<file path="src/rtl/wvb_readout_arbiter.sv">
// Waveform buffer readout arbiter.
// Picks a channel with a pending header in round-robin order, pops the header,
// streams the waveform samples through a 2-entry skid FIFO with sop/eop
// framing, then pulses end-of-waveform back to the served channel.
`timescale 1ns/1ps
module wvb_readout_arbiter #(
    parameter int P_N_CHAN     = 4,
    parameter int P_DATA_WIDTH = 28,
    parameter int P_HDR_WIDTH  = 87,
    parameter int P_ADR_WIDTH  = 15,
    parameter int P_START_LSB  = 0,
    parameter int P_STOP_LSB   = 15
) (
    input  logic                              clk,
    input  logic                              rst,
    input  logic                              en,
    input  logic [P_N_CHAN-1:0]               ch_mask,
    input  logic [P_N_CHAN-1:0]               hdr_empty,
    input  logic [P_N_CHAN*P_HDR_WIDTH-1:0]   hdr_data,
    input  logic [P_N_CHAN*P_DATA_WIDTH-1:0]  wvb_data,
    output logic [P_N_CHAN-1:0]               hdr_rdreq,
    output logic [P_N_CHAN-1:0]               wvb_rdreq,
    output logic [P_N_CHAN-1:0]               wvb_rddone,
    output logic [P_DATA_WIDTH-1:0]           dout,
    output logic                              dout_valid,
    input  logic                              dout_ready,
    output logic                              dout_sop,
    output logic                              dout_eop,
    output logic [$clog2(P_N_CHAN)-1:0]       dout_chan,
    output logic [P_HDR_WIDTH-1:0]            hdr_out,
    output logic                              busy
);

    localparam int CW = $clog2(P_N_CHAN);
    // remaining needs one extra bit so a full-buffer wrap (2^P_ADR_WIDTH words) fits
    localparam int RW = P_ADR_WIDTH + 1;
    // skid entry = {sop, eop, data}
    localparam int SW = P_DATA_WIDTH + 2;

    typedef enum logic [1:0] {
        S_IDLE   = 2'd0,
        S_POP    = 2'd1,
        S_STREAM = 2'd2,
        S_DONE   = 2'd3
    } state_t;

    function automatic logic [P_N_CHAN-1:0] onehot(input logic [CW-1:0] c);
        logic [P_N_CHAN-1:0] v;
        v    = '0;
        v[c] = 1'b1;
        return v;
    endfunction

    // per-channel views of the packed input buses
    logic [P_HDR_WIDTH-1:0]  hdr_word [P_N_CHAN];
    logic [P_DATA_WIDTH-1:0] wvb_word [P_N_CHAN];

    genvar gi;
    generate
        for (gi = 0; gi < P_N_CHAN; gi++) begin : g_unpack
            assign hdr_word[gi] = hdr_data[gi*P_HDR_WIDTH +: P_HDR_WIDTH];
            assign wvb_word[gi] = wvb_data[gi*P_DATA_WIDTH +: P_DATA_WIDTH];
        end
    endgenerate

    // arbiter / sequencing state
    state_t                  state_reg;
    logic [CW-1:0]           chan_reg;
    logic [CW-1:0]           last_reg;
    logic [P_HDR_WIDTH-1:0]  hdr_out_reg;
    logic [RW-1:0]           remaining_reg;
    logic                    first_req_reg;
    logic [P_N_CHAN-1:0]     hdr_rdreq_reg;
    logic [P_N_CHAN-1:0]     wvb_rddone_reg;

    // skid FIFO and read pipeline
    logic [SW-1:0]           skid_mem [2];
    logic [1:0]              skid_cnt_reg;
    logic                    skid_wr_ptr_reg;
    logic                    skid_rd_ptr_reg;
    logic                    inflight_reg;
    logic                    inflight_sop_reg;
    logic                    inflight_eop_reg;

    // round-robin pick
    int                      rr_idx;
    logic [CW-1:0]           rr_sel;
    logic                    pick_found;
    logic [CW-1:0]           pick_chan;
    logic [P_HDR_WIDTH-1:0]  pick_hdr;
    logic [P_ADR_WIDTH-1:0]  pick_start;
    logic [P_ADR_WIDTH-1:0]  pick_stop;
    logic [P_ADR_WIDTH-1:0]  pick_len;
    logic [RW-1:0]           pick_remaining;

    logic [SW-1:0]           skid_head;
    logic                    skid_pop;
    logic                    eop_accept;
    logic                    rd_issue;

    // first eligible channel after the last one served, wrapping around
    always_comb begin
        pick_found = 1'b0;
        pick_chan  = '0;
        rr_idx     = 0;
        rr_sel     = '0;
        for (int i = 1; i <= P_N_CHAN; i++) begin
            rr_idx = int'(last_reg) + i;
            if (rr_idx >= P_N_CHAN) begin
                rr_idx = rr_idx - P_N_CHAN;
            end
            rr_sel = CW'(rr_idx);
            if (!pick_found && ch_mask[rr_sel] && !hdr_empty[rr_sel]) begin
                pick_found = 1'b1;
                pick_chan  = rr_sel;
            end
        end
    end

    // waveform length from the picked header; a zero length means a full wrap
    assign pick_hdr       = hdr_word[pick_chan];
    assign pick_start     = pick_hdr[P_START_LSB +: P_ADR_WIDTH];
    assign pick_stop      = pick_hdr[P_STOP_LSB +: P_ADR_WIDTH];
    assign pick_len       = pick_stop - pick_start + P_ADR_WIDTH'(1);
    assign pick_remaining = (pick_len == '0) ? {1'b1, {P_ADR_WIDTH{1'b0}}} : {1'b0, pick_len};

    // skid head and output handshake; outputs read as zero while empty
    assign skid_head  = skid_mem[skid_rd_ptr_reg];
    assign dout_valid = (skid_cnt_reg != 2'd0);
    assign dout       = dout_valid ? skid_head[P_DATA_WIDTH-1:0] : '0;
    assign dout_sop   = dout_valid & skid_head[SW-1];
    assign dout_eop   = dout_valid & skid_head[SW-2];
    assign skid_pop   = dout_valid & dout_ready;
    assign eop_accept = skid_pop & skid_head[SW-2];

    // never let buffered + in-flight samples exceed the two skid slots
    assign rd_issue  = (state_reg == S_STREAM) && (remaining_reg != '0) &&
                       (({1'b0, skid_cnt_reg} + {2'b00, inflight_reg}) < 3'd2);
    assign wvb_rdreq = rd_issue ? onehot(chan_reg) : '0;

    // main sequencer: pick, pop header, stream, signal completion
    always_ff @(posedge clk) begin
        if (rst) begin
            state_reg      <= S_IDLE;
            chan_reg       <= '0;
            last_reg       <= CW'(P_N_CHAN - 1);
            hdr_out_reg    <= '0;
            remaining_reg  <= '0;
            first_req_reg  <= 1'b0;
            hdr_rdreq_reg  <= '0;
            wvb_rddone_reg <= '0;
        end else begin
            hdr_rdreq_reg  <= '0;
            wvb_rddone_reg <= '0;
            case (state_reg)
                S_IDLE: begin
                    if (en && pick_found) begin
                        chan_reg      <= pick_chan;
                        hdr_out_reg   <= pick_hdr;
                        remaining_reg <= pick_remaining;
                        first_req_reg <= 1'b1;
                        hdr_rdreq_reg <= onehot(pick_chan);
                        state_reg     <= S_POP;
                    end
                end
                S_POP: begin
                    state_reg <= S_STREAM;
                end
                S_STREAM: begin
                    if (rd_issue) begin
                        remaining_reg <= remaining_reg - RW'(1);
                        first_req_reg <= 1'b0;
                    end
                    if (eop_accept) begin
                        wvb_rddone_reg <= onehot(chan_reg);
                        state_reg      <= S_DONE;
                    end
                end
                S_DONE: begin
                    last_reg  <= chan_reg;
                    state_reg <= S_IDLE;
                end
                default: begin
                    state_reg <= S_IDLE;
                end
            endcase
        end
    end

    // read pipeline tracking and skid occupancy/pointers
    always_ff @(posedge clk) begin
        if (rst) begin
            inflight_reg     <= 1'b0;
            inflight_sop_reg <= 1'b0;
            inflight_eop_reg <= 1'b0;
            skid_cnt_reg     <= 2'd0;
            skid_wr_ptr_reg  <= 1'b0;
            skid_rd_ptr_reg  <= 1'b0;
        end else begin
            inflight_reg     <= rd_issue;
            inflight_sop_reg <= rd_issue & first_req_reg;
            inflight_eop_reg <= rd_issue & (remaining_reg == RW'(1));
            if (inflight_reg) begin
                skid_wr_ptr_reg <= ~skid_wr_ptr_reg;
            end
            if (skid_pop) begin
                skid_rd_ptr_reg <= ~skid_rd_ptr_reg;
            end
            case ({inflight_reg, skid_pop})
                2'b10:   skid_cnt_reg <= skid_cnt_reg + 2'd1;
                2'b01:   skid_cnt_reg <= skid_cnt_reg - 2'd1;
                default: skid_cnt_reg <= skid_cnt_reg;
            endcase
        end
    end

    // skid storage: capture the sample returned one cycle after its request
    always_ff @(posedge clk) begin
        if (inflight_reg) begin
            skid_mem[skid_wr_ptr_reg] <= {inflight_sop_reg, inflight_eop_reg, wvb_word[chan_reg]};
        end
    end

    assign hdr_rdreq  = hdr_rdreq_reg;
    assign wvb_rddone = wvb_rddone_reg;
    assign dout_chan  = chan_reg;
    assign hdr_out    = hdr_out_reg;
    assign busy       = (state_reg != S_IDLE);

endmodule

</file>
<file path="config.mk">
export PLATFORM = sky130hd
export DESIGN_NAME = wvb_readout_arbiter
export DESIGN_NICKNAME = d
export VERILOG_FILES = /design/src/rtl/wvb_readout_arbiter.sv
export SDC_FILE = /design/constraint.sdc
export NUM_CORES = 1
export LEC_CHECK = 0
export ABC_CLOCK_PERIOD_IN_PS = 10150
export CAP_MARGIN = 20
export CORE_AREA = 2 2 235 237
export DETAILED_ROUTE_END_ITERATION = 6
export DIE_AREA = 0 0 237 239
export SLEW_MARGIN = 10
export SYNTH_ARGS = -nofsm -noshare
export SYNTH_HDL_FRONTEND = slang
export SYNTH_SLANG_ARGS = --single-unit
</file>
<file path="constraint.sdc">
create_clock -name clk -period 10.15 [get_ports clk]
set_input_delay 2.5375 -clock clk [delete_from_list [all_inputs] [get_ports clk]]
set_output_delay 2.5375 -clock clk [all_outputs]
set_load 0.02 [all_outputs]
</file>
==> summary.txt, run 1 <==
Run status
  • Status: complete, no violations

Placement
  • IO buf count: 604
  • DP Wirelength: 41.6 mm
  • Routability cong.: 0.888
  • Post-placement cell area: 0.0180 mm²

CTS
  • Clk root buf: clkbuf_16
  • H-tree depth: 4
  • Max clock buf depth: 2
  • Worst-path clk slew: 0.08 ns
  • Sink Count: 186
  • Clk Latency, worst-skew pair: 0.49 ns
  • CTS Buf Count: 17
  • TritonCTS clock tree: built
  • # resized after CTS: 0
  • Hold buffers post-CTS: 0
  • Setup Buffers After CTS: 0

Detailed routing
  • Final wirelength: 51.6 mm
  • First drt pass iteration count: 6
  • First DRT Iteration DRCs: 502
  • DR DRC count: 0
  • Via density per instance: 4.70
  • Routed Antenna Nets: 0
  • Routed vias: 12200
  • Wire per inst: 19.8 µm

Cells and area
  • Fill cells: 5651
  • Max reg flops: 87
  • Fin nets: 2388
  • Most frequent cells in the layout: clkdlybuf4s50_1, nand2_1, nor2_1, dfxtp_1, a21oi_1
  • Post-layout instance area: 0.0186 mm²
  • Layout area overhead: 64.4%
  • Share of cells above drive strength 1: 5.39%
  • Area of the multi-input gates: 0.00653 mm²
  • FF/Latch Area: 0.00433 mm²
  • Most common cell after layout, fill and taps aside: clkdlybuf4s50_1

Logic synthesis
  • Seq/Total Area, Yosys: 38.2%
  • Synth top area share: 22.3%
  • Synthesized area: 0.0113 mm²
  • Synth warn: 0
  • Post-synth EDFFs: 60
  • Unique masters post-synth: 68
  • Register bit total from synthesis: 186
  • Syn Nets: 1856
  • Async set-reset flop share out of synthesis: 0%
  • Largest cells by area after synthesis: dfxtp_1, edfxtp_1, nand2_1
  • Synth area leader: dfxtp_1
  • Syn Area/Cell: 8.40 µm²
  • Post-Syn Instances: 1349
  • Ys flop type: dfxtp_1

Min path
  • Hold path cells: 0
  • HP Class: flop to flop

Worst setup path
  • Critical Path Start Type: input pin
  • Worst path depth: 20
  • WP data arrival: 7.91 ns
  • CP peak stage delay: 0.68 ns
  • Cell count of the worst reg-to-reg path: 19
  • WP data required: 10.55 ns
  • Critical Path Sink Type: flop
  • Sequence of cells on the critical path: clkdlybuf4s50_1 -> and2b_1 -> o21ai_0 -> o221a_4 -> buf_4 -> a211oi_1 -> a31oi_1 -> ha_1 -> inv_1 -> ha_1 -> inv_1 -> fa_1 -> nor2b_1 -> o21a_1 -> o21a_1 -> nor2_1 -> or3_1 -> nor4_1 -> o2111ai_1 -> o31ai_1
  • CP Class: input pin to flop
  • Crit Path Max Fanout: 48
  • Largest delay share family, worst path: compound AO/OA/AOI/OAI gates
  • CP bufs+invs: 4
  • Slowest cell on the critical path: o221a_4

STA
  • Unrepaired setup endpoints after global routing: no
  • Final Hold Viols: 0
  • Worst slew margin: 26.5%
  • Worst hold slack: 0.442 ns
  • Min Tclk post-route: 7.51 ns
  • Setup violations, final: 0
  • Final Cycle Share: 74.0%
  • Final setup TNS: 0 ns
  • FMAX: 133 MHz
  • Slew Limit Fails: 0
  • Clock skew: 0.0107 ns
  • Actual slew at the worst max-slew pin: 1.10 ns

Floorplan
  • I/O pin total: 605
  • Std-Cell Core Area: 0.0543 mm²
  • Die X: 237 µm
  • Die height: 239 µm
  • Die ar.: 0.0566 mm²
  • Initial Utilization: 20.9%
  • Number of cell rows: 86

GRT
  • Initial antenna violation count: 8
  • Total gr overflow: 0
  • Global-route usage over all layers: 17.6%
  • First-pass GRT wire length: 74.0 mm
  • Vias in the first global route: 12000
  • Largest net degree at the start of global routing: 144

Job
  • Max-Cap Viols: 0

Power
  • Tot Pwr: 0.00375 W
  • PwrDens: 201 mW/mm²
  • Peak VDD IR: 0.134 mV
  • Leakage: 6.53 nW
-- logic make-up (layout without fill, tap and decap cells) --
group,count (synthesis),in the layout,share of synthesized area [%]
and+or+nand+nor,582,582,22.6
buffers and inverters,126,671,4.52
adders and majority gates,35,35,3.93
DFF,186,186,38.2
muxes,66,66,9.04
xor gates and xnor gates,12,12,1.05
other,0,6,0
AOI/OAI and AO/OA,342,342,20.7
-- per-stage QoR --
stage	instances	setup slack (ns)	utilization [%]
2_1_floorplan	1349	3.62	-
6_report	2604	2.64	34.3
4_1_cts	2598	2.70	34.3
3_5_place_dp	2566	2.18	33.1
3_3_place_gp	2566	2.30	33.1
5_1_grt	2600	2.35	34.3
-- final cells by class --
type | count | share of cell area (%)
antenna | 6 | 0.0806
sequential | 186 | 23.2
multi-input combinational | 1037 | 35.1
clock buffer | 19 | 2.44
clock inverter | 13 | 0.806
timing repair buffer | 624 | 33.4
inverter | 15 | 0.302
tap | 704 | 4.73
-- path summary, 6_finish.rpt --
| path | start | endpoint | slack, ns |
|---|---|---|---|
| max reg2reg | last_reg[1] | remaining_reg[15] | 5.12 |
| min | inflight_sop_reg | skid_mem[1][29] | 0.44 |
| min reg2reg | inflight_sop_reg | skid_mem[1][29] | 0.44 |
| max | hdr_empty[1] | remaining_reg[15] | 2.64 |
-- synth_stat cells (11+ instances only) --
cell type / instances
and2_1: 74
nand3_1: 17
a211oi_1: 81
buf_1: 11
ha_1: 34
o21a_1: 17
nor2_1: 183
a311oi_1: 57
a31oi_1: 17
o21ai_0: 36
nand2_1: 243
a21oi_1: 93
clkbuf_1: 84
inv_1: 14
buf_2: 13
mux2i_1: 36
edfxtp_1: 60
dfxtp_1: 126
mux4_2: 28
nor3_1: 13
-- routing by layer --
layer | wire (µm) | vias up | GRT usage [%]
met5 | 46 | - | 0
met4 | 1800 | 8 | 7.61
met3 | 3870 | 71 | 5.46
met2 | 26300 | 510 | 32.1
met1 | 19600 | 5726 | 18.7
li1 | - | 5918 | -
-- power breakdown --
| part | leakage (nW) | switching [W] | internal [W] |
|---|---|---|---|
| Clock | 0.299 | 0.000346 | 0.000364 |
| Sequential | 1.57 | 0.0000994 | 0.000909 |
| Combinational | 4.66 | 0.00114 | 0.000890 |
| Total | 6.53 | 0.00158 | 0.00216 |
Power figures use the tool's default switching activity.
==> run 2: changes to the inputs <==
ABC_CLOCK_PERIOD_IN_PS = 7100   (was 10150)
CORE_AREA = 2 2 237 239   (was 2 2 235 237)
DIE_AREA = 0 0 239 241   (was 0 0 237 239)
clock period = 7.1 ns   (was 10.15 ns; I/O delays follow)
==> run 2 against run 1 <==
  * Clock power increased by 44%
  * Worst setup slack got worse by 2.1 ns
  * Power increased by 44%
  * Critical path type unchanged
  * Critical endpoint unchanged
==> summary.txt, run 2 (synthesized netlist as in run 1, its figures left out) <==
Detailed routing
  • Wire per inst: 19.8 µm (about the same)
  • Via density per instance: 4.70 (about the same)
  • Met2 wire len: 26.4 mm (+0.59%)
  • DR top layer: met5
  • Final wirelength: 51.8 mm (+0.42%)
  • Metal1 wirelength: 19.5 mm (-0.69%)
  • First drt pass iteration count: 5 (-1)
  • First DRT Iteration DRCs: 518 (+3.2%)
  • Met3 wire len: 4.31 mm (+11%)
  • DR DRC count: 0 (unchanged)
  • Routed vias: 12300 (+0.50%)
  • Routed Antenna Nets: 0 (unchanged)

Worst setup path
  • Critical Path Sink Type: flop
  • Critical Path Start Type: input pin
  • WP data required: 7.50 ns (-3.05 ns)
  • Crit Path Max Fanout: 51 (+6.3%)
  • CP Class: input pin to flop
  • WP data arrival: 6.94 ns (-0.97 ns)
  • Cell count of the worst reg-to-reg path: 16 (-3)

Floorplan
  • Die X: 239 µm (+0.84%)
  • Die ar.: 0.0576 mm² (+1.7%)
  • Number of cell rows: 86 (unchanged)
  • Die height: 241 µm (+0.84%)
  • I/O pin total: 605 (unchanged)
  • Initial Utilization: 20.7% (-0.20 points)
  • Std-Cell Core Area: 0.0549 mm² (+0.99%)

Cells and area
  • Share of cells above drive strength 1: 5.98% (+0.60 points)
  • Fin nets: 2400 (+0.50%)
  • Post-layout instance area: 0.0188 mm² (+0.64%)
  • Max reg flops: 87 (unchanged)
  • Area of the multi-input gates: 0.00653 mm² (unchanged)
  • FF/Latch Area: 0.00433 mm² (unchanged)
  • Most frequent cells in the layout: clkdlybuf4s50_1, nand2_1, nor2_1, dfxtp_1, a21oi_1
  • Fill cells: 5687 (+0.64%)
  • Layout area overhead: 65.5%
  • Most common cell after layout, fill and taps aside: clkdlybuf4s50_1
  • Finished Layout Cells: 2616 (+0.46%)

Power
  • PwrDens: 287 mW/mm² (+43%)
  • Peak VDD IR: 0.215 mV (+60%)
  • Tot Pwr: 0.00539 W (+44%)
  • Leakage: 6.60 nW (+0.98%)

STA
  • Unrepaired setup endpoints after global routing: no
  • Clock skew: 0.0121 ns (+0.00144 ns)
  • FMAX: 153 MHz
  • Actual slew at the worst max-slew pin: 0.998 ns (-0.104 ns)
  • Worst hold slack: 0.455 ns (+0.0135 ns)
  • Final Cycle Share: 92.1%
  • Final Hold Viols: 0 (unchanged)
  • Final setup TNS: 0 ns (unchanged)
  • Setup violations, final: 0 (unchanged)
  • Min Tclk post-route: 6.54 ns
  • Slew Limit Fails: 0 (unchanged)
  • Worst slew margin: 33.5% (+6.9 points)

Min path
  • HP Class: flop to flop
  • Hold path cells: 0 (unchanged)

CTS
  • Sink Count: 186 (unchanged)
  • Worst-path clk slew: 0.08 ns (about the same)
  • # resized after CTS: 0 (unchanged)
  • Clk Latency, worst-skew pair: 0.48 ns (about the same)
  • H-tree depth: 4 (unchanged)
  • Hold buffers post-CTS: 0 (unchanged)
  • Max clock buf depth: 2 (unchanged)
  • TritonCTS clock tree: built
  • CTS Buf Count: 17 (unchanged)
  • Clk root buf: clkbuf_16
  • Setup Buffers After CTS: 0 (unchanged)

Placement
  • DP Wirelength: 42.0 mm (+0.89%)
  • Routability cong.: 0.877 (-1.3%)
  • Post-placement cell area: 0.0181 mm² (+0.64%)
  • IO buf count: 604 (unchanged)
  • Placed cells: 2578 (+0.47%)

Run status
  • Status: complete, no violations

GRT
  • Largest net degree at the start of global routing: 165 (+15%)
  • Vias in the first global route: 12100 (+1.3%)
  • Global-route usage over all layers: 17.3% (-0.27 points)
  • First-pass GRT wire length: 74.3 mm (+0.44%)
  • Initial antenna violation count: 10 (+2)
  • Total gr overflow: 0 (unchanged)

Job
  • Max-Cap Viols: 0 (unchanged)
## run 2: final timing paths
path | start | endpoint | slack (ns)
setup reg to reg | last_reg[0] | remaining_reg[15] | 2.29
hold reg to reg | inflight_sop_reg | skid_mem[1][29] | 0.46
setup / recovery | hdr_empty[1] | remaining_reg[15] | 0.56
hold / removal | inflight_sop_reg | skid_mem[1][29] | 0.46
## run 2: where the power goes
part / leakage (nW) / switching, W / internal [W]
registers: 1.57 / 0.000142 / 0.00130
logic: 4.73 / 0.00163 / 0.00129
clock network: 0.295 / 0.000497 / 0.000522
total: 6.60 / 0.00227 / 0.00311
## run 2: layer usage
layer	vias to the layer above	GRT usage, %
li1	5952	-
met1	5729	18.5
met2	528	31.5
met3	75	5.59
met4	10	7.23
met5	-	0
## run 2: final cells by class
cell class | instances | share of cell area (%)
multi-input cells | 1037 | 34.8
repair buffers | 636 | 33.8
flip-flops and latches | 186 | 23.1
well taps | 704 | 4.70
clock buffers | 20 | 2.44
clock inverters | 12 | 0.814
inverters | 15 | 0.300
diodes | 6 | 0.0801
## run 2: critical path, cell delays in order
cell and delay, ns:
clkdlybuf4s50_1 0.47, and2b_1 0.23, o21ai_0 0.42, o221a_4 0.53
buf_12 0.31, a211oi_1 0.12, a31oi_1 0.36, ha_1 0.31
inv_1 0.06, ha_1 0.19, inv_1 0.07, fa_1 0.40
nor2b_1 0.13, o21a_1 0.14, o21a_1 0.21, nor2_1 0.09
or3_1 0.38, nor4_1 0.32, o2111ai_1 0.17, o31ai_1 0.22
## run 2: metrics by stage
step / worst slack (ns) / utilization [%]
final: 0.560 / 34.2
after floorplan: 1.33 / -
after detailed placement: 0.0499 / 33.0
after CTS: 0.554 / 34.1
after global placement: 0.206 / 33.0
after global routing: 0.234 / 34.2
